### config.mk
export PLATFORM = sky130hd
export DESIGN_NAME = osc_dac_voices
export DESIGN_NICKNAME = d
export VERILOG_FILES = /design/src/rtl/osc_pkg.sv /design/src/rtl/delta_sigma_mod.sv /design/src/rtl/osc_dac_voices.sv
export SDC_FILE = /design/constraint.sdc
export NUM_CORES = 1
export LEC_CHECK = 0
export CORE_MARGIN = 1.5
export CORE_UTILIZATION = 60
export DETAILED_ROUTE_END_ITERATION = 8
export HOLD_SLACK_MARGIN = 0.1
export PLACE_DENSITY_LB_ADDON = 0.2
export SYNTH_ARGS = -nofsm -noshare
export SYNTH_HDL_FRONTEND = slang
export SYNTH_SLANG_ARGS = --single-unit
### constraint.sdc
create_clock -name clk -period 7.9 [get_ports clk]
set_input_delay 1.58 -clock clk [delete_from_list [all_inputs] [get_ports clk]]
set_output_delay 1.58 -clock clk [all_outputs]
set_load 0.1 [all_outputs]
### src/rtl/osc_pkg.sv
// Shared encodings and helpers for the multi-voice oscillator / DAC block.
package osc_pkg;

  // Waveform select held in mode[1:0]
  localparam logic [1:0] WAVE_SQUARE = 2'd0;
  localparam logic [1:0] WAVE_SAW    = 2'd1;
  localparam logic [1:0] WAVE_TRI    = 2'd2;
  localparam logic [1:0] WAVE_OFF    = 2'd3;

  // Register-port address map
  localparam logic [1:0] ADDR_FREQ   = 2'd0;
  localparam logic [1:0] ADDR_DUTY   = 2'd1;
  localparam logic [1:0] ADDR_MODE   = 2'd2;
  localparam logic [1:0] ADDR_PHASE  = 2'd3;

  // Mode word layout: {enable, wave[1:0]}
  localparam int unsigned MODE_W     = 3;

  // Voice index width; a single-voice build still gets a 1-bit index
  function automatic int unsigned voice_idx_w(input int unsigned n);
    return (n > 1) ? $clog2(n) : 1;
  endfunction

endpackage

### src/rtl/delta_sigma_mod.sv
// 1-bit delta-sigma modulator, first or second order, driven by a held DATA_W-bit level.
module delta_sigma_mod #(
  parameter int unsigned DATA_W    = 8,
  parameter int unsigned DSM_ORDER = 1
) (
  input  logic              clk,
  input  logic              rst_n,
  input  logic [DATA_W-1:0] i_din,
  output logic              o_dout
);

  if (DSM_ORDER == 2) begin : g_order2
    localparam int unsigned IW = DATA_W + 4;
    // Two guard bits so the raw sums can never wrap before saturation
    localparam int unsigned EW = IW + 2;
    localparam logic signed [EW-1:0] S_MAX  = EW'((1 << (IW - 1)) - 1);
    localparam logic signed [EW-1:0] S_MIN  = ~S_MAX;
    localparam logic signed [EW-1:0] FB_ONE = EW'(1 << DATA_W);

    logic signed [IW-1:0] r_i1;
    logic signed [IW-1:0] r_i2;
    logic                 r_dout;
    logic signed [EW-1:0] w_fb;
    logic signed [EW-1:0] w_i1_sum;
    logic signed [EW-1:0] w_i2_sum;
    logic signed [IW-1:0] w_i1_nxt;
    logic signed [IW-1:0] w_i2_nxt;

    function automatic logic signed [IW-1:0] sat(input logic signed [EW-1:0] x);
      if (x > S_MAX)      return IW'(S_MAX);
      else if (x < S_MIN) return IW'(S_MIN);
      else                return IW'(x);
    endfunction

    assign w_fb     = r_dout ? FB_ONE : '0;
    assign w_i1_sum = EW'(r_i1) + EW'({1'b0, i_din}) - w_fb;
    assign w_i2_sum = EW'(r_i2) + EW'(r_i1) - w_fb;
    assign w_i1_nxt = sat(w_i1_sum);
    assign w_i2_nxt = sat(w_i2_sum);

    // Saturating integrator pair; output is the sign of the new second integrator
    always_ff @(posedge clk or negedge rst_n) begin
      if (!rst_n) begin
        r_i1   <= '0;
        r_i2   <= '0;
        r_dout <= 1'b0;
      end else begin
        r_i1   <= w_i1_nxt;
        r_i2   <= w_i2_nxt;
        r_dout <= ~w_i2_nxt[IW-1];
      end
    end

    assign o_dout = r_dout;
  end else begin : g_order1
    // The carry bit of sigma is the output itself, so only the low bits are kept
    logic [DATA_W-1:0] r_sigma;
    logic              r_dout;
    logic [DATA_W:0]   w_sum;

    assign w_sum = {1'b0, r_sigma} + {1'b0, i_din};

    // First-order error-feedback accumulator
    always_ff @(posedge clk or negedge rst_n) begin
      if (!rst_n) begin
        r_sigma <= '0;
        r_dout  <= 1'b0;
      end else begin
        r_sigma <= w_sum[DATA_W-1:0];
        r_dout  <= w_sum[DATA_W];
      end
    end

    assign o_dout = r_dout;
  end

endmodule

### src/rtl/osc_dac_voices.sv
// Time-multiplexed phase-accumulator voices, averaging mixer and delta-sigma DAC.
module osc_dac_voices
  import osc_pkg::*;
#(
  parameter int unsigned NUM_VOICES = 4,
  parameter int unsigned PHASE_W    = 24,
  parameter int unsigned DATA_W     = 8,
  parameter int unsigned DSM_ORDER  = 1
) (
  input  logic                               clk,
  input  logic                               rst_n,
  input  logic                               cfg_we,
  input  logic [voice_idx_w(NUM_VOICES)-1:0] cfg_voice,
  input  logic [1:0]                         cfg_addr,
  input  logic [PHASE_W-1:0]                 cfg_wdata,
  output logic [DATA_W-1:0]                  mix_out,
  output logic                               sample_valid,
  output logic [NUM_VOICES-1:0]              wrap,
  output logic                               dac_out
);

  localparam int unsigned VIDX_W = voice_idx_w(NUM_VOICES);
  localparam int unsigned LOG2N  = $clog2(NUM_VOICES);
  localparam int unsigned ACC_W  = DATA_W + LOG2N;
  localparam logic [VIDX_W-1:0] LAST_SLOT = VIDX_W'(NUM_VOICES - 1);

  logic [PHASE_W-1:0]    r_phase [NUM_VOICES];
  logic [PHASE_W-1:0]    r_freq  [NUM_VOICES];
  logic [DATA_W-1:0]     r_duty  [NUM_VOICES];
  logic [MODE_W-1:0]     r_mode  [NUM_VOICES];
  logic [VIDX_W-1:0]     r_slot;
  logic [ACC_W-1:0]      r_acc;
  logic [DATA_W-1:0]     r_mix;
  logic                  r_valid;
  logic [NUM_VOICES-1:0] r_wrap;

  logic [PHASE_W-1:0]    w_cur_phase;
  logic [PHASE_W:0]      w_phase_sum;
  logic                  w_cur_en;
  logic [1:0]            w_cur_wave;
  logic [DATA_W-1:0]     w_cur_duty;
  logic [DATA_W-1:0]     w_p;
  logic [DATA_W-1:0]     w_tri;
  logic [DATA_W-1:0]     w_sample;
  logic [ACC_W-1:0]      w_acc_sum;
  logic                  w_load;
  logic                  w_load_cur;
  logic                  w_last;
  logic                  w_dac;

  assign w_cur_phase = r_phase[r_slot];
  assign w_cur_en    = r_mode[r_slot][2];
  assign w_cur_wave  = r_mode[r_slot][1:0];
  assign w_cur_duty  = r_duty[r_slot];
  assign w_phase_sum = {1'b0, w_cur_phase} + {1'b0, r_freq[r_slot]};
  assign w_p         = w_cur_phase[PHASE_W-1 -: DATA_W];
  assign w_tri       = {w_p[DATA_W-2:0], 1'b0};
  assign w_load      = cfg_we && (cfg_addr == ADDR_PHASE);
  assign w_load_cur  = w_load && (cfg_voice == r_slot);
  assign w_last      = (r_slot == LAST_SLOT);
  assign w_acc_sum   = r_acc + ACC_W'(w_sample);

  // Waveform of the voice in the current slot, taken from its pre-update phase
  always_comb begin
    w_sample = '0;
    if (w_cur_en) begin
      case (w_cur_wave)
        WAVE_SQUARE: w_sample = (w_p < w_cur_duty) ? '1 : '0;
        WAVE_SAW:    w_sample = w_p;
        WAVE_TRI:    w_sample = w_p[DATA_W-1] ? ~w_tri : w_tri;
        default:     w_sample = '0;
      endcase
    end
  end

  // Slot sequencer, one voice per clock
  always_ff @(posedge clk or negedge rst_n) begin
    if (!rst_n)      r_slot <= '0;
    else if (w_last) r_slot <= '0;
    else             r_slot <= r_slot + VIDX_W'(1);
  end

  // Phase accumulators; a phase load issued later in the block overrides the increment
  always_ff @(posedge clk or negedge rst_n) begin
    if (!rst_n) begin
      for (int unsigned i = 0; i < NUM_VOICES; i++) r_phase[i] <= '0;
    end else begin
      if (w_cur_en) r_phase[r_slot] <= w_phase_sum[PHASE_W-1:0];
      if (w_load)   r_phase[cfg_voice] <= cfg_wdata;
    end
  end

  // Per-voice frequency, duty and mode registers
  always_ff @(posedge clk or negedge rst_n) begin
    if (!rst_n) begin
      for (int unsigned i = 0; i < NUM_VOICES; i++) begin
        r_freq[i] <= '0;
        r_duty[i] <= '0;
        r_mode[i] <= '0;
      end
    end else if (cfg_we) begin
      case (cfg_addr)
        ADDR_FREQ: r_freq[cfg_voice] <= cfg_wdata;
        ADDR_DUTY: r_duty[cfg_voice] <= cfg_wdata[DATA_W-1:0];
        ADDR_MODE: r_mode[cfg_voice] <= cfg_wdata[MODE_W-1:0];
        default:   ;
      endcase
    end
  end

  // Wrap pulse for the voice whose increment carried, unless a load replaced it
  always_ff @(posedge clk or negedge rst_n) begin
    if (!rst_n) r_wrap <= '0;
    else if (w_cur_en && w_phase_sum[PHASE_W] && !w_load_cur)
      r_wrap <= NUM_VOICES'(1) << r_slot;
    else
      r_wrap <= '0;
  end

  // Frame accumulator; the last slot folds in its sample and publishes the average
  always_ff @(posedge clk or negedge rst_n) begin
    if (!rst_n) begin
      r_acc   <= '0;
      r_mix   <= '0;
      r_valid <= 1'b0;
    end else if (w_last) begin
      r_acc   <= '0;
      r_mix   <= DATA_W'(w_acc_sum >> LOG2N);
      r_valid <= 1'b1;
    end else begin
      r_acc   <= w_acc_sum;
      r_valid <= 1'b0;
    end
  end

  delta_sigma_mod #(
    .DATA_W    (DATA_W),
    .DSM_ORDER (DSM_ORDER)
  ) u_dsm (
    .clk    (clk),
    .rst_n  (rst_n),
    .i_din  (r_mix),
    .o_dout (w_dac)
  );

  assign mix_out      = r_mix;
  assign sample_valid = r_valid;
  assign wrap         = r_wrap;
  assign dac_out      = w_dac;

endmodule

# Word level (Yosys, flattened, before mapping)
# Index checks and enable logic that the tools add are counted.
# W data, S select, Z words.
dict set report classes {
  n_addsub 4
  n_lt_le_gt_ge 5
  eq_ne 7
  n_shift 1
  n_mux 35
  n_bitwise 3
  reduce_logical 12
}
# op count
set ops {}
lappend ops {{$bwmux W96} 3}
lappend ops {{$mux W96} 2}
lappend ops {{$mux W24} 6}
lappend ops {{$bmux W24 S2} 2}
lappend ops {{$demux W24 S2} 2}
lappend ops {{$mux W8} 6}
lappend ops {{$bwmux W32} 1}
lappend ops {{$add A24 B24 Y25} 1}
lappend ops {{$pmux W8 S3} 1}
lappend ops {{$bmux W8 S2} 1}
lappend ops {{$demux W8 S2} 1}
lappend ops {{$bwmux W12} 1}
lappend ops {{$add A10 B8 Y10} 1}
lappend ops {{$mux W10} 1}
lappend ops {{$add A8 B8 Y9} 1}
lappend ops {{$mux W3} 3}
lappend ops {{$eq A2 B2 Y1 const B} 4}
lappend ops {{$lt A8 B8 Y1} 1}
lappend ops {{$not A8 Y8} 1}
lappend ops {{$bmux W3 S2} 1}
lappend ops {{$demux W3 S2} 1}
lappend ops {{$ge A3 B3 Y1 const B} 2}
lappend ops {{$logic_and A1 B1 Y1} 6}
lappend ops {{$lt A3 B1 Y1 const B} 2}
lappend ops {{11 further kinds} 16}
dict set report word_totals {
  ff_bits 270
  wordCells 90
}

# Longest topological paths before layout
dict set report logic_depth {
  depth_word 10
  mapped_depth 21
}

# Modules after synthesis
# From an unflattened synthesis, not the netlist that was laid out.
dict set report hier_totals {
  cells_unflattened 1338
  area_unflattened_um2 14655.3
}
# module n_inst cells_per_inst area_per_inst_um2 seq_area_each_um2
set by_module_without_submodules {}
lappend by_module_without_submodules {osc_dac_voices 1 1287 14106.0 6531.3}
lappend by_module_without_submodules {delta_sigma_mod 1 51 549.3 225.2}

# Worst setup path after synthesis
# OpenSTA, ideal clock, no wires.
dict set report synth_timing {
  path_type {reg-to-reg}
  start {reg r_slot[0]}
  end {reg r_mix[7] (netlist: mix_out[7])}
  setup_time_ps 146
  arrival_ps 4403
  required_time_ps 7754
  path_slack_ps 3351
  stages_incl_launch_ff 21
  path_buffers 3
  synth_period_minus_slack_ps 4549
  path_cell_list {dfrtp_1 buf_6 buf_2 buf_2 mux4_2 inv_1 ha_1 a21o_1 a21oi_1 a21oi_2 o31ai_4 nand3_1 o21ai_0 ha_1 a21o_1 a21oi_1 nor2b_1 or4_1 a41o_1 xnor2_1 a21oi_1}
}
dict set report synth_between {
  elab_chain_len 9
  word_cells_on_any_way 21
  cone_classes {add/sub: 1; order compare: 1; eq/ne: 3; mux: 13; bitwise: 2; reduce/logical: 1}
}
# element line
set synth_rtl {}
lappend synth_rtl {{start, declared} osc_dac_voices.sv:31} ;# logic [VIDX_W-1:0] r_slot;
lappend synth_rtl {{start signal, assigned} osc_dac_voices.sv:80} ;# else r_slot <= r_slot + VIDX_W'(1);
lappend synth_rtl {{$not A2 Y3 (not written as such)} --}
lappend synth_rtl {{$bmux W24 S2 or $bmux W8 S2 (tied branches)} {osc_dac_voices.sv:51, osc_dac_voices.sv:54}}
lappend synth_rtl {{$mux W24 (not written as such) or $mux W8 (tied branches) (2 in a row)} {osc_dac_voices.sv:51, osc_dac_voices.sv:54}}
lappend synth_rtl {{$lt A8 B8 Y1 or $not A8 Y8 (tied branches)} {osc_dac_voices.sv:68, osc_dac_voices.sv:70}}
lappend synth_rtl {{$mux W8 (on tied branches)} {osc_dac_voices.sv:68, osc_dac_voices.sv:70}}
lappend synth_rtl {{$pmux W8 S3} osc_dac_voices.sv:67} ;# case (w_cur_wave)
lappend synth_rtl {{$mux W8} osc_dac_voices.sv:66} ;# if (w_cur_en) begin
lappend synth_rtl {{$add A10 B8 Y10} osc_dac_voices.sv:61} ;# assign w_acc_sum = r_acc + ACC_W'(w_sample);
lappend synth_rtl {{end signal, assigned} osc_dac_voices.sv:128} ;# r_mix <= DATA_W'(w_acc_sum >> LOG2N);
lappend synth_rtl {{end, declared} osc_dac_voices.sv:33} ;# logic [DATA_W-1:0] r_mix;
# Several ways; a longest one is shown, not always the timed one. The select of a mux whose other input is x is not followed.
# A chain may end at the register's enable or synchronous reset.

# Worst setup path in the final report
# Ends and elaborated chain as after synthesis.

==> metrics.cfg <==
[logic_synthesis]
async_reset_ff_frac = 1.00
synth-seq-area-share = 0.461
avgSynthCellArea_um2 = 11.0
yosysWarnings = 0
synthTopCellsByArea = dfrtp_1 (46%), mux2_2 (11%), mux4_2 (8.3%), a21oi_1 (4.5%), ha_1 (4.4%)
ys_ff_latch = 270
synth_cell_types = 62
synth_top_area_cell = dfrtp_1
yosysTopAreaCellShare = 0.461
synth-edff-count = 0
ys.flop_type = dfrtp_1
synth_nets = 1419
syn_inst = 1334
synth_area_um2 = 14600

[placement]
dp.cells = 1637
pre_cts_ws_ps = 2540
hpwl_mm = 23.9
numPortBuffers = 44
gp_congestion = 0.969

[clocking]
cts_setup_buffers = 0
cts_tree = done
clock_path_buffers = 3
ctsResizeCount = 0
cts_hold_buffers = 0
worstSkewPairLatency_ps = 560
clockRootBuffer = clkbuf_16
cts_buffers = 29
cts_num_sinks = 270
cts.reportedPaths.clkPinSlew_ps = 60
h-tree-depth = 1

[drt]
drtIter0Drc = 975
drc = 0
antenna_left = 0
vias = 11000
postRouteWirelength_mm = 38.4
detail_route.wl_per_cell_um = 22.7
via_per_inst = 6.50
first_pass_iters = 5

[floorplan]
die_width_um = 159
core_area_um2 = 23700
row_count = 56
die_area_um2 = 25300
ioPinCount = 45
die_y_um = 159
initial_core_util = 0.618

[grt]
grt_pass1_wl_mm = 61.5
grt_util_all_layers = 0.308
grt_pass1_vias = 11400
antenna_found_initial = 0
overflow = 0
grt_max_degree = 104

[critical_path]
cpPeakStageDelay_ps = 1090
cp_common_cell = a21oi_1
arrival_ps = 5770
cp_cell_sequence = buf_4, mux4_2, inv_1, ha_1, a21oi_1, a21oi_2, o31ai_4, nand3_1, o21ai_0, ha_1, a21o_1, a21oi_1, nor2b_1, or4_1, a41o_1, xnor2_1, a21oi_1
crit_type = reg -> reg
worst-path-buf-inv = 2
startpoint_type = flop
cp_max_fo = 47
cp_slowest_cell = dfrtp_4
required_ps = 8280
end_kind = flop
cp_top_family = compound AO/OA/AOI/OAI gates

[worst_hold_path]
hp-class = reg -> reg

[pwr]
power.leakage_nw = 7.13
p_per_area_nw_per_um2 = 362
vdd_drop_max_mv = 0.268
total_power_mw = 5.89

[sta]
fin_setup_tns_ps = 0
setup_viol = 0
slew_headroom = 0.191
finalHoldViolCount = 0
rsz0062_at_grt = false
final_max_slew_viol_count = 0
skew_ps = 16.6
worstMarginPinSlew_ps = 1210
period_share = 0.682
whs_ps = 470
period_needed_ps = 5390
fmax_mhz = 186
setup_ws_ps = 2510

[cells_and_area]
fin_nets = 1434
multi_input_area_um2 = 7450
finalNonFillerCells = 1690
seq_area_um2 = 6760
layout-drive-gt1-share = 0.203
fillers = 1776
diodes = 0
syn_to_final_growth_pct = 11.1

[run]
maxCapViolCount = 0

[run_status]
status = finished, final reports clean

-- layout make-up --
type                       count  area share
multi-input combinational    958       0.458
inverter                      27     0.00623
clock buffer                  43      0.0515
tap                          319      0.0245
sequential                   270       0.416
timing repair buffer          63      0.0361
clock inverter                10     0.00823
-- cell usage after synthesis, types with 6 or more instances --
master and instances:
a21oi_1 132, mux2i_1 14, nand2_1 121, a21o_1 14, buf_2 19, mux4_2 54, nand3_1 37, xnor2_1 16
inv_1 27, and2_1 6, a31oi_1 32, a211oi_1 7, nand4_1 9, nand2b_1 6, a22oi_1 8, nor2b_1 14
o21a_1 13, and3_1 21, or3_1 10, mux2_2 141, clkbuf_1 52, o21ai_0 58, nor2_1 116, xor2_1 17
ha_1 51, dfrtp_1 270
-- stage by stage --
stage,cell area [µm²],util
2_1_floorplan,14600,-
3_3_place_gp,15300,0.646
3_5_place_dp,15300,0.646
4_1_cts,16300,0.687
5_1_grt,16300,0.687
6_report,16300,0.687
-- path summary, 6_finish.rpt --
kind / start / end / slack, ps / cells after the start
max in group asynchronous: rst_n / r_slot[0] / 5120 / 2
hold / removal: u_dsm.g_order1.r_sigma[0] / u_dsm.g_order1.r_sigma[0] / 470 / 1
setup / recovery: r_slot[0] / mix_out[7] / 2510 / 17
setup reg to reg: r_slot[0] / mix_out[7] / 2510 / 17
min in group asynchronous: rst_n / u_dsm.g_order1.r_sigma[4] / 1060 / 1
hold reg to reg: u_dsm.g_order1.r_sigma[0] / u_dsm.g_order1.r_sigma[0] / 470 / 1
-- flip-flops by register name, indices dropped and copies added, names as in the netlist --
register                cells
sample_valid                1
u_dsm.g_order1.r_sigma      8
r_mode                     12
r_phase                    96
r_acc                      10
mix_out                     8
r_freq                     96
r_slot                      2
wrap                        4
u_dsm.o_dout                1
r_duty                     32
-- worst register-to-register path, cell delays in order, from the launching register on --
cell and delay (ps):
dfrtp_4 1090, buf_4 520, mux4_2 570, inv_1 70, ha_1 240, a21oi_1 200, a21oi_2 100, o31ai_4 220
nand3_1 200, o21ai_0 260, ha_1 300, a21o_1 160, a21oi_1 210, nor2b_1 90, or4_1 430, a41o_1 270
xnor2_1 190, a21oi_1 90
-- metal layers --
layer  track usage  up-vias  part of all wire
met4         0.121        0             0.040
met5             0        -                 0
met1         0.407     5510              0.41
met3        0.0466      115             0.070
met2         0.515      469              0.48
li1              -     4890                 -
-- logic make-up after synthesis --
group           Yosys count  synth area share
fa+ha+maj                54            0.0477
compound gates          292             0.119
simple gates            366             0.114
xor+xnor                 33            0.0197
flops                   270             0.461
mux                     213             0.208
buf+inv                 106            0.0298
-- cell usage in the layout (no fill, tap or decap), types with 6 or more instances in the layout --
master,synthesis,layout
dfrtp_1,270,268
mux2_2,141,141
a21oi_1,132,132
nand2_1,121,121
nor2_1,116,115
o21ai_0,58,58
mux4_2,54,54
ha_1,51,51
clkdlybuf4s50_1,0,43
nand3_1,37,37
a31oi_1,32,32
clkbuf_16,0,29
inv_1,27,27
and3_1,21,21
buf_4,2,19
xor2_1,17,17
xnor2_1,16,16
nor2b_1,14,14
a21o_1,14,14
mux2i_1,14,14
o21a_1,13,13
or3_1,10,10
nand4_1,9,9
a22oi_1,8,8
clkbuf_1,52,8
a211oi_1,7,7
nand2b_1,6,6
and2_1,6,6
clkbuf_8,0,6
-- report_power, final --
part | leakage, nW | total, mW | switching [mW] | internal, mW
Combinational | 3.35 | 2.40 | 1.37 | 1.03
Sequential | 3.30 | 2.10 | 0.249 | 1.85
Clock | 0.473 | 1.39 | 0.559 | 0.829
Total | 7.13 | 5.89 | 2.18 | 3.71
Power figures use the tool's default switching activity.
